## src/rtl/bluejay_cmd_ctrl_pkg.sv

```systemverilog
// bluejay_cmd_ctrl_pkg: opcodes, response bytes, gap timeout and sequencer state encoding
package bluejay_cmd_ctrl_pkg;
  localparam logic [7:0] OP_WRITE = 8'h57;
  localparam logic [7:0] OP_READ = 8'h52;
  localparam logic [7:0] ACK_BYTE = 8'h06;
  localparam logic [7:0] NAK_BYTE = 8'h15;
  localparam logic [7:0] RD_HDR = 8'h72;
  localparam int GAP_CYCLES = 17360;
  typedef enum logic [3:0] {
    IDLE, GET_ADDR, GET_DATA, SPI_ARM, SPI_WAIT,
    TX_HDR, TX_HDR_WAIT, TX_DAT, TX_DAT_WAIT
  } state_t;
  function automatic logic accepting(state_t s);
    return s inside {IDLE, GET_ADDR, GET_DATA};
  endfunction
endpackage

```

## src/rtl/bluejay_cmd_ctrl_byte_gap_timer.sv

```systemverilog
// byte_gap_timer: inter-byte gap counter with clear and one-cycle expire pulse
// (only instantiated when BLUEJAY_CMD_GAP_TIMEOUT_EN is defined)
module byte_gap_timer #(
  parameter int CYCLES = 17360
) (
  input  logic clk,
  input  logic rst,
  input  logic run,
  input  logic clr,
  output logic expire
);
  localparam int W = $clog2(CYCLES);
  logic [W-1:0] cnt;
  assign expire = run && !clr && cnt == W'(CYCLES - 1);
  always_ff @(posedge clk or posedge rst)
    if (rst) cnt <= '0;
    else cnt <= (clr || !run || expire) ? '0 : cnt + W'(1);
endmodule

```

## src/rtl/bluejay_cmd_ctrl.sv

```systemverilog
// bluejay_cmd_ctrl: UART 3-byte command frames -> one 16-bit SPI transaction -> UART response
// BLUEJAY_CMD_GAP_TIMEOUT_EN defined: partial frames are abandoned with NAK after an inter-byte gap.
module bluejay_cmd_ctrl
  import bluejay_cmd_ctrl_pkg::*;
(
  input  logic       i_clock,
  input  logic       i_reset,
  input  logic       i_rx_dv,
  input  logic [7:0] i_rx_byte,
  output logic       o_tx_dv,
  output logic [7:0] o_tx_byte,
  input  logic       i_tx_active,
  input  logic       i_tx_done,
  output logic       o_spi_start,
  output logic [7:0] o_spi_upper,
  output logic [7:0] o_spi_lower,
  input  logic       i_spi_busy,
  input  logic       i_spi_complete,
  input  logic [7:0] i_spi_rx,
  output logic       o_busy,
  output logic [7:0] o_drop_cnt
);
  state_t state, nxt;
  logic [7:0] op, addr, data, rx_data, hdr;
  logic expire;
`ifdef BLUEJAY_CMD_GAP_TIMEOUT_EN
  byte_gap_timer #(.CYCLES(GAP_CYCLES)) u_gap (
    .clk(i_clock),
    .rst(i_reset),
    .run(state == GET_ADDR || state == GET_DATA),
    .clr(i_rx_dv),
    .expire(expire)
  );
`else
  assign expire = 1'b0;
`endif
  assign o_busy = state != IDLE;
  always_ff @(posedge i_clock or posedge i_reset)
    if (i_reset) state <= IDLE;
    else state <= nxt;
  always_comb begin
    nxt = state;
    case (state)
      IDLE:        if (i_rx_dv) nxt = (i_rx_byte == OP_WRITE || i_rx_byte == OP_READ) ? GET_ADDR : TX_HDR;
      GET_ADDR:    nxt = i_rx_dv ? GET_DATA : expire ? TX_HDR : GET_ADDR;
      GET_DATA:    nxt = i_rx_dv ? SPI_ARM : expire ? TX_HDR : GET_DATA;
      SPI_ARM:     if (!i_spi_busy) nxt = SPI_WAIT;
      SPI_WAIT:    if (i_spi_complete) nxt = TX_HDR;
      TX_HDR:      if (!i_tx_active) nxt = TX_HDR_WAIT;
      TX_HDR_WAIT: if (i_tx_done) nxt = (hdr == RD_HDR) ? TX_DAT : IDLE;
      TX_DAT:      if (!i_tx_active) nxt = TX_DAT_WAIT;
      TX_DAT_WAIT: if (i_tx_done) nxt = IDLE;
      default:     nxt = IDLE;
    endcase
  end
  // hdr defaults to NAK at the opcode and only becomes ACK/'r' after a completed SPI transfer
  always_ff @(posedge i_clock or posedge i_reset)
    if (i_reset) begin
      o_tx_dv <= 1'b0;
      o_tx_byte <= '0;
      o_spi_start <= 1'b0;
      o_spi_upper <= '0;
      o_spi_lower <= '0;
      o_drop_cnt <= '0;
      op <= '0;
      addr <= '0;
      data <= '0;
      rx_data <= '0;
      hdr <= '0;
    end else begin
      o_spi_start <= state == SPI_ARM && !i_spi_busy;
      o_tx_dv <= (state == TX_HDR || state == TX_DAT) && !i_tx_active;
      if (state == IDLE && i_rx_dv) begin
        op <= i_rx_byte;
        hdr <= NAK_BYTE;
      end
      if (state == GET_ADDR && i_rx_dv) addr <= i_rx_byte;
      if (state == GET_DATA && i_rx_dv) data <= i_rx_byte;
      if (state == SPI_ARM && !i_spi_busy) begin
        o_spi_upper <= addr;
        o_spi_lower <= (op == OP_READ) ? 8'h00 : data;
      end
      if (state == SPI_WAIT && i_spi_complete) begin
        rx_data <= i_spi_rx;
        hdr <= (op == OP_READ) ? RD_HDR : ACK_BYTE;
      end
      if (state == TX_HDR && !i_tx_active) o_tx_byte <= hdr;
      if (state == TX_DAT && !i_tx_active) o_tx_byte <= rx_data;
      if (!accepting(state) && i_rx_dv && o_drop_cnt != 8'hFF) o_drop_cnt <= o_drop_cnt + 8'd1;
    end
endmodule

```

## config.mk

```make
export PLATFORM = sky130hd
export DESIGN_NAME = bluejay_cmd_ctrl
export DESIGN_NICKNAME = d
export VERILOG_FILES = /design/src/rtl/bluejay_cmd_ctrl_pkg.sv /design/src/rtl/bluejay_cmd_ctrl_byte_gap_timer.sv /design/src/rtl/bluejay_cmd_ctrl.sv
export SDC_FILE = /design/constraint.sdc
export NUM_CORES = 1
export LEC_CHECK = 0
export CELL_PAD_IN_SITES_DETAIL_PLACEMENT = 2
export CELL_PAD_IN_SITES_GLOBAL_PLACEMENT = 2
export CORE_MARGIN = 2
export CORE_UTILIZATION = 37
export DETAILED_ROUTE_END_ITERATION = 10
export PLACE_DENSITY_LB_ADDON = 0.1
export RECOVER_POWER = 100
export SLEW_MARGIN = 0
export SYNTH_ARGS = -nofsm -noshare
export SYNTH_HDL_FRONTEND = slang
export SYNTH_SLANG_ARGS = --single-unit
export TNS_END_PERCENT = 20
```

## constraint.sdc

```tcl
create_clock -name i_clock -period 3.85 [get_ports i_clock]
set_input_delay 0.385 -clock i_clock [delete_from_list [all_inputs] [get_ports i_clock]]
set_output_delay 0.385 -clock i_clock [all_outputs]
set_load 0.01 [all_outputs]
```

* Yosys cells after proc, flatten, opt, wreduce, memory -nomap -nowiden *
Index checks and enable logic that the tools add are counted.

storage, ports and cells
  bits in registers = 78
  output and inout port bits = 35

cells by class
  add/sub/neg operators = 1
  equality and inequality tests = 20
  multiplexer cells = 18
  reduce and logical (&&, ||, !) cells = 21

operators with widths
  kind                   number
  $mux W8                5
  $pmux W4 S9            1
  $eq A8 B7 Y1 const B   4
  $mux W4                7
  $eq A4 B3 Y1 const B   4
  $ne A2 B2 Y1 const B   7
  $logic_and A1 B1 Y1    10
  $add A8 B1 Y8 const B  1
  $eq A4 B2 Y1 const B   2
  $ne A8 B8 Y1 const B   1
  $mux W7                1
  $reduce_and A7 Y1      1
  $mux W3                2
  $eq A4 B1 Y1 const B   1
  $eq A4 B4 Y1 const B   1
  $logic_not A4 Y1       1
  $reduce_bool A2 Y1     2
  $reduce_bool A4 Y1     1
  $logic_not A1 Y1       3
  $reduce_bool A3 Y1     1
  $logic_or A1 B1 Y1     2
  $mux W2                1
  $mux W1                1

* Logic depth before layout (Yosys ltp) *
Gate-level depths: netlist of the first run.

  word-level depth = 5
  depth in mapped cells = 7
  gate-level depth less buffers = 5

* Least setup slack after synthesis of the first run *
No wires, ideal clock.

  path kind = reg2reg
  from = register o_drop_cnt[0]
  to = register o_drop_cnt[1]
  library setup time = 125 ps
  arrival = 1570 ps
  required time = 3725 ps
  setup slack = 2156 ps
  cell stages (with the launch flop) = 5
  period minus slack after synthesis = 1694 ps
  cell sequence = dfrtp_1 ha_1 nand3_1 o311ai_4 mux2_2

on the way
  word-level cells in the longest chain between the ends = 2
  elaborated cells on any way between the ends = 3
  those cells by class = 1 x add/sub; 1 x eq/ne; 1 x reduce/logical

ends and longest elaborated chain
  element                                                RTL line                text
  from (decl)                                            bluejay_cmd_ctrl.sv:21  output logic [7:0] o_drop_cnt
  from (signal assigned)                                 bluejay_cmd_ctrl.sv:89  if (!accepting(state) && i_rx_dv && o_drop_cnt != 8'hFF) o_drop_cnt <= o_drop_cnt + 8'd1;
  branches (longest 2 deep; another with $add A8 B1 Y8)  -

Parallel ways; which one is timed is not known.
A chain may end at the register's enable or synchronous reset.

* Worst setup path in the final report of the first run *
  from = register state[1]
  to = output o_busy

on the way
  word-level cells in the longest chain between the ends = 1

ends and longest elaborated chain
  element                 RTL line                text
  from (decl)             bluejay_cmd_ctrl.sv:23  state_t state, nxt;
  from (signal assigned)  bluejay_cmd_ctrl.sv:40  else state <= nxt;
  $reduce_bool A4 Y1      bluejay_cmd_ctrl.sv:37  assign o_busy = state != IDLE;
  to (decl)               bluejay_cmd_ctrl.sv:20  output logic o_busy,

Every way passes these cells.

==> results_dict.tcl, run 1 <==
set metrics [dict create \
    outcome "finished with violations" \
    violations "max-capacitance violations, max-slew violations" \
    start_kind "flop" \
    antenna_cells 0 \
    relSlewSlack_pct -25.6 \
    io_buffers 57 \
    first_global_vias 2619 \
    final_nets 359 \
    fin_skew_ns 0.00789 \
    crit_chain "nor4_1, inv_1, dlygate4sd3_1" \
    path_class "flop to primary output" \
    syn_to_final_growth_pct 25.3 \
    synth-seq-cells 75 \
    switchingPower_mw 1.06 \
    r2r_slack_ns 1.16 \
    period_share_pct 70.4 \
    postCtsResizedCells 0 \
    antenna_found_initial 0 \
    grt_first_pass_wirelength_mm 13.6 \
    cp-end-kind "primary output" \
    firstDrtPassIters 4 \
    synth_area_per_cell_um2 11.5 \
    slowest_stage "dfrtp_1" \
    clockPowerShare_pct 23.0 \
    cpPeakStageDelay_ns 0.69 \
    final_common_cell "dfrtp_1" \
    hold_viol 0 \
    power_frac_comb_pct 32.8 \
    hpwlAfterDp_mm 5.44 \
    critPathArrivalTime_ns 2.32 \
    fin_ws_ns 1.14 \
    grt_max_degree 76 \
    p_int_mw 2.15 \
    num_vias 2297 \
    cts_setup_buffers 0 \
    reg2regPathDepth 4 \
    synth_fp_nets 304 \
    startpoint "state[1]$_DFFE_PP0P_" \
    dp.cells 432 \
    worst_slew_pin_slew_ns 1.88 \
    async_reset_ff_share_pct 100 \
    grt_util_all_layers_pct 18.1 \
    min_path_type "flop to flop" \
    clock_latency_ns 0.34 \
    core.rowCount 34 \
    power.density_mw_per_mm2 796 \
    grt-ovfl-total 0 \
    finalSetupViolCount 0 \
    gp_congestion 0.706 \
    rsz0062_at_grt "false" \
    clk_pin_slew_ns 0.08 \
    die_w_um 97.3 \
    cts_buffers 9 \
    io_pins 58 \
    path_max_fanout 25 \
    crit_path_end "o_busy" \
    ctsHoldBuffers 0 \
    seqPwrFrac_pct 44.3 \
    clock.fmax_mhz 369 \
    synth_area_mm2 0.00322 \
    core_area_mm2 0.00859 \
    htreeDepth 3 \
    instances_no_fill 447 \
    synth_flop_cell "dfrtp_1" \
    cts_num_sinks 75 \
    maxSlewViolCount 85 \
    power_switching_share_pct 33.1 \
    die_area_mm2 0.00947 \
    drt_iter0_markers 67 \
    worstPathRequired_ns 3.46 \
    route.detailed.drc 0 \
    tns_ns 0 \
    fin_crit_ns 2.71 \
    max_cap_viol_count 2 \
    clk_path_buf_depth 2 \
    fillCellCount 911 \
    postRouteAntennaNets 0 \
    final_layout_size_suffix_gt1_share_pct 12.1 \
    mostFrequentLayoutCells "dfrtp_1, nand2_1, dlygate4sd3_1, mux2_2, clkdlybuf4s50_1" \
    synth_cells 280 \
    ys_warn_count 0 \
    die_height_um 97.3 \
    ys_seq_area_share_pct 58.2 \
    peakVddDrop_uv 288 \
    pre_cts_ws_ns 1.55 \
    cp_top_family "buffers and inverters" \
    cts_tree "done" \
    rr_endpoint "o_drop_cnt[1]$_DFFE_PP0P_" \
    initial_core_util_pct 37.5 \
    yosysUniqueCellTypes 43 \
    post_drt_via_cell_ratio 5.14 \
    worst-path-stages 3 \
    rr_startpoint "o_drop_cnt[0]$_DFFE_PP0P_" \
    path_buf_inv 2 \
    clock-root-buffer "clkbuf_8" \
    synth_edf_count 0 \
    wirelength_mm 7.88 \
    p_leak_nw 1.86 \
    drt-wirelength-per-cell_um 17.6 \
]
## cells in the mapped netlist (all sizes together) (3+ instances only)
cell type / count / share of area [%]
a22o: 10 / 2.7
nor2: 18 / 2.3
nor4: 3 / 0.78
a21oi: 9 / 1.4
nand2: 63 / 7.3
mux2: 28 / 9.8
mux2i: 4 / 1.2
xor2: 6 / 1.6
nor2b: 4 / 1.0
o21a: 4 / 0.93
nand3: 6 / 0.93
inv: 5 / 0.58
o21ai: 4 / 0.62
buf: 14 / 2.8
dfrtp: 75 / 58
## worst register-to-register path, cell delays in order (launching register included)
cell and delay [ns]:
dfrtp_1 0.41, ha_1 0.19, nand3_1 0.12, o311ai_0 1.42, mux2_2 0.44
## through the flow
| stage | instance area [um^2] | total power [mW] | hold slack [ns] | utilization (%) |
|---|---|---|---|---|
| 2_1_floorplan | 3220 | 2.09 | 0.433 | - |
| 3_5_place_dp | 3850 | 2.60 | 0.468 | 44.8 |
| 6_report | 4040 | 3.22 | 0.470 | 47.0 |
| 3_3_place_gp | 3850 | 2.54 | 0.448 | 44.8 |
| 4_1_cts | 4090 | 3.37 | 0.478 | 47.6 |
| 5_1_grt | 4040 | 3.47 | 0.511 | 47.0 |
## worst min path at each step
stage | slack (ns) | cells after the start | endpoint | start
final | 0.47 | 2 | o_spi_upper[0]$_DFFE_PP0P_ | addr[0]$_DFFE_PP0P_
after detailed placement | 0.47 | 2 | o_spi_upper[0]$_DFFE_PP0P_ | addr[0]$_DFFE_PP0P_
after CTS | 0.48 | 2 | o_spi_upper[0]$_DFFE_PP0P_ | addr[0]$_DFFE_PP0P_
after floorplan | 0.43 | 2 | o_spi_upper[0]$_DFFE_PP0P_ | addr[0]$_DFFE_PP0P_
after global routing | 0.51 | 2 | op[1]$_DFFE_PP0P_ | op[1]$_DFFE_PP0P_
after global placement | 0.45 | 2 | o_spi_upper[0]$_DFFE_PP0P_ | addr[0]$_DFFE_PP0P_
## power by group through the flow
stage                     logic (mW)  registers (mW)  clock network (mW)
after floorplan                0.706            1.38                   0
after global placement          1.10            1.43                   0
after detailed placement        1.15            1.45                   0
after CTS                       1.16            1.44               0.762
after global routing            1.18            1.49               0.796
final                           1.05            1.42               0.738
## area by class of cell
type,count,area (um^2),share of cell area [%]
flip-flops and latches,75,1880,46.5
inverters,6,22.5,0.558
well taps,108,135,3.35
clock buffers,11,141,3.50
clock inverters,4,98.8,2.45
multi-input cells,185,1190,29.4
repair buffers,58,576,14.3
## per-layer routing
metal | GRT usage [%] | wire (um) | vias to the layer above
met3 | 4.53 | 269 | 10
met2 | 28.7 | 3810 | 35
met1 | 24.9 | 3690 | 1188
met4 | 5.13 | 103 | 0
li1 | - | - | 1064
met5 | 0 | 0 | -
## registers in the layout, summed over array words and instances (netlist names)
name / count
addr: 8
data: 8
hdr: 5
o_drop_cnt: 8
o_spi_lower: 8
o_spi_start: 1
o_spi_upper: 8
o_tx_byte: 8
o_tx_dv: 1
op: 8
rx_data: 8
state: 4
## cells by family (layout without fill, tap and decap cells)
group	Yosys count	count (layout)	synth area share, %
and+or+nand+nor	109	109	16.2
DFF	75	75	58.2
AOI/OAI and AO/OA	35	35	8.50
muxes	32	32	11.0
buffers and inverters	20	79	3.49
xor gates and xnor gates	8	8	2.17
adders and majority gates	1	1	0.388
No activity file was read; power rests on OpenSTA's default activity.
==> run 2: changes to the inputs <==
--- a/config.mk
+++ b/config.mk
@@ -8,7 +8,7 @@
 export CELL_PAD_IN_SITES_DETAIL_PLACEMENT = 2
 export CELL_PAD_IN_SITES_GLOBAL_PLACEMENT = 2
 export CORE_MARGIN = 2
-export CORE_UTILIZATION = 37
+export CORE_UTILIZATION = 31
 export DETAILED_ROUTE_END_ITERATION = 10
 export PLACE_DENSITY_LB_ADDON = 0.1
 export RECOVER_POWER = 100
==> constraint.sdc (replaced) <==
create_clock -name i_clock -period 2.3 [get_ports i_clock]
set_input_delay 0.23 -clock i_clock [delete_from_list [all_inputs] [get_ports i_clock]]
set_output_delay 0.23 -clock i_clock [all_outputs]
set_load 0.01 [all_outputs]
==> run 2 against run 1 <==
  * The run ends with max-capacitance violations left
  * Non-clock buffer count grew 8
  * Combinational power up 79%
  * Sequential power rose by 63%
  * Worst hold slack improved by 0.0048 ns
  * Via count increased by 2.3%
  * Clock skew up 0.0020 ns
  * Setup slack lost 1.0 ns
  * Clock-buffer cell count shrank 1
  * Die area is 19% higher
  * Critical endpoint unchanged
  * Highest routed layer unchanged
==> results_dict.tcl, run 2 (synthesized netlist as in run 1, its figures left out) <==
set metrics [dict create \
    antenna_cells 0 \
    utilization_pct 39.9 \
    grt_util_all_layers_pct 15.9 \
    route.detailed.drc 0 \
    worst_slew_pin_slew_ns 1.50 \
    mostFrequentLayoutCells "dfrtp_1, nand2_1, dlygate4sd3_1, mux2_2, clkdlybuf4s50_1" \
    p_leak_nw 1.86 \
    clock-root-buffer "clkbuf_8" \
    cts_tree "done" \
    max_cap_viol_count 1 \
    peakVddDrop_uv 352 \
    initial_core_util_pct 31.5 \
    fin_skew_ns 0.00991 \
    firstDrtPassIters 3 \
    fin_crit_ns 2.15 \
    grt_max_degree 60 \
    drt_iter0_markers 61 \
    postLayoutCellArea_mm2 0.00408 \
    grt_first_pass_wirelength_mm 13.9 \
    finalSetupViolCount 0 \
    cts_num_sinks 75 \
    die_height_um 106 \
    final_common_cell "dfrtp_1" \
    period_share_pct 93.7 \
    hpwlAfterDp_mm 5.72 \
    io_buffers 57 \
    ctsHoldBuffers 0 \
    die_w_um 106 \
    antenna_found_initial 0 \
    tns_ns 0 \
    maxSlewViolCount 0 \
    outcome "finished with violations" \
    place_area_mm2 0.00395 \
    core.rowCount 37 \
    syn_to_final_growth_pct 26.5 \
    whs_ns 0.475 \
    core_area_mm2 0.0102 \
    num_vias 2349 \
    violations "max-capacitance violations" \
    hold_viol 0 \
    fin_ws_ns 0.146 \
    final_nets 367 \
    die_area_mm2 0.0112 \
    pre_cts_ws_ns 0.331 \
    postRouteAntennaNets 0 \
    clk_path_buf_depth 2 \
    grt-ovfl-total 0 \
    htreeDepth 3 \
    wirelength_mm 8.04 \
    relSlewSlack_pct 0.275 \
    clk_pin_slew_ns 0.08 \
    clock_latency_ns 0.36 \
    min_path_type "flop to flop" \
    path_class "flop to primary output" \
    cts_buffers 9 \
    post_drt_via_cell_ratio 4.85 \
    start_kind "flop" \
    power.density_mw_per_mm2 1260 \
    path_max_fanout 8 \
    cp-end-kind "primary output" \
    critPathArrivalTime_ns 1.92 \
    drt-wirelength-per-cell_um 16.6 \
    first_global_vias 2692 \
    worstPathRequired_ns 2.07 \
    clock.fmax_mhz 464 \
    rsz0062_at_grt "false" \
    io_pins 58 \
    final_layout_size_suffix_gt1_share_pct 14.4 \
    gp_congestion 0.748 \
]
## run 2: cell types whose count changed in the layout (fill, tap and decap cells not counted), sizes merged
cell           previous run  this run
buf                       0         4
clkinvlp                  0         3
clkdlybuf4s50            21        22
clkinv                    3         2
clkbuf                   12        15
bufinv                    3         0
inv                       4         7
dlygate4sd3              36        35
## run 2: cell type report
type	count	area, um^2
fill	1090	6150
sequential	75	1880
multi-input combinational	185	1210
timing repair buffer	66	621
tap	136	170
clock buffer	10	128
clock inverter	6	48.8
inverter	6	22.5
## run 2: critical path: stages (launching register included)
cell and delay (ns):
dfrtp_1 0.50, nor4_2 0.47, inv_1 0.09, clkdlybuf4s50_1 0.51
## run 2: metrics by stage
step	std cells	total power [mW]
2_1_floorplan	280	3.50
3_5_place_dp	468	4.43
5_1_grt	484	5.56
3_3_place_gp	468	4.33
4_1_cts	484	5.39
6_report	484	5.13
## run 2: worst paths after layout
kind / from / depth (start not counted) / end / slack, ns
setup / recovery: state[3]$_DFFE_PP0P_ / 3 / o_busy / 0.15
hold / removal: op[0]$_DFFE_PP0P_ / 2 / op[0]$_DFFE_PP0P_ / 0.48
setup reg to reg: state[2]$_DFFE_PP0P_ / 5 / state[2]$_DFFE_PP0P_ / 0.17
hold reg to reg: op[0]$_DFFE_PP0P_ / 2 / op[0]$_DFFE_PP0P_ / 0.48
max in group asynchronous: i_reset / 3 / o_tx_byte[5]$_DFFE_PP0P_ / 0.55
min in group asynchronous: i_reset / 3 / o_spi_upper[5]$_DFFE_PP0P_ / 0.59
## run 2: timing repair
action,CTS,global route
setup buffers,0,0
setup endpoints to repair,1,0
resized for setup,1,0
## run 2: per-layer routing
| layer | wire [um] | global-route usage [%] |
|---|---|---|
| met1 | 3690 | 21.2 |
| met2 | 3900 | 25.2 |
| met3 | 331 | 4.11 |
| met4 | 114 | 5.36 |
| met5 | 0 | 0 |
## run 2: power by group
| group | internal (mW) | total, mW | switching [mW] |
|---|---|---|---|
| registers | 1.90 | 2.32 | 0.420 |
| clock network | 0.401 | 0.932 | 0.532 |
| logic | 1.00 | 1.88 | 0.877 |
| total | 3.30 | 5.13 | 1.83 |
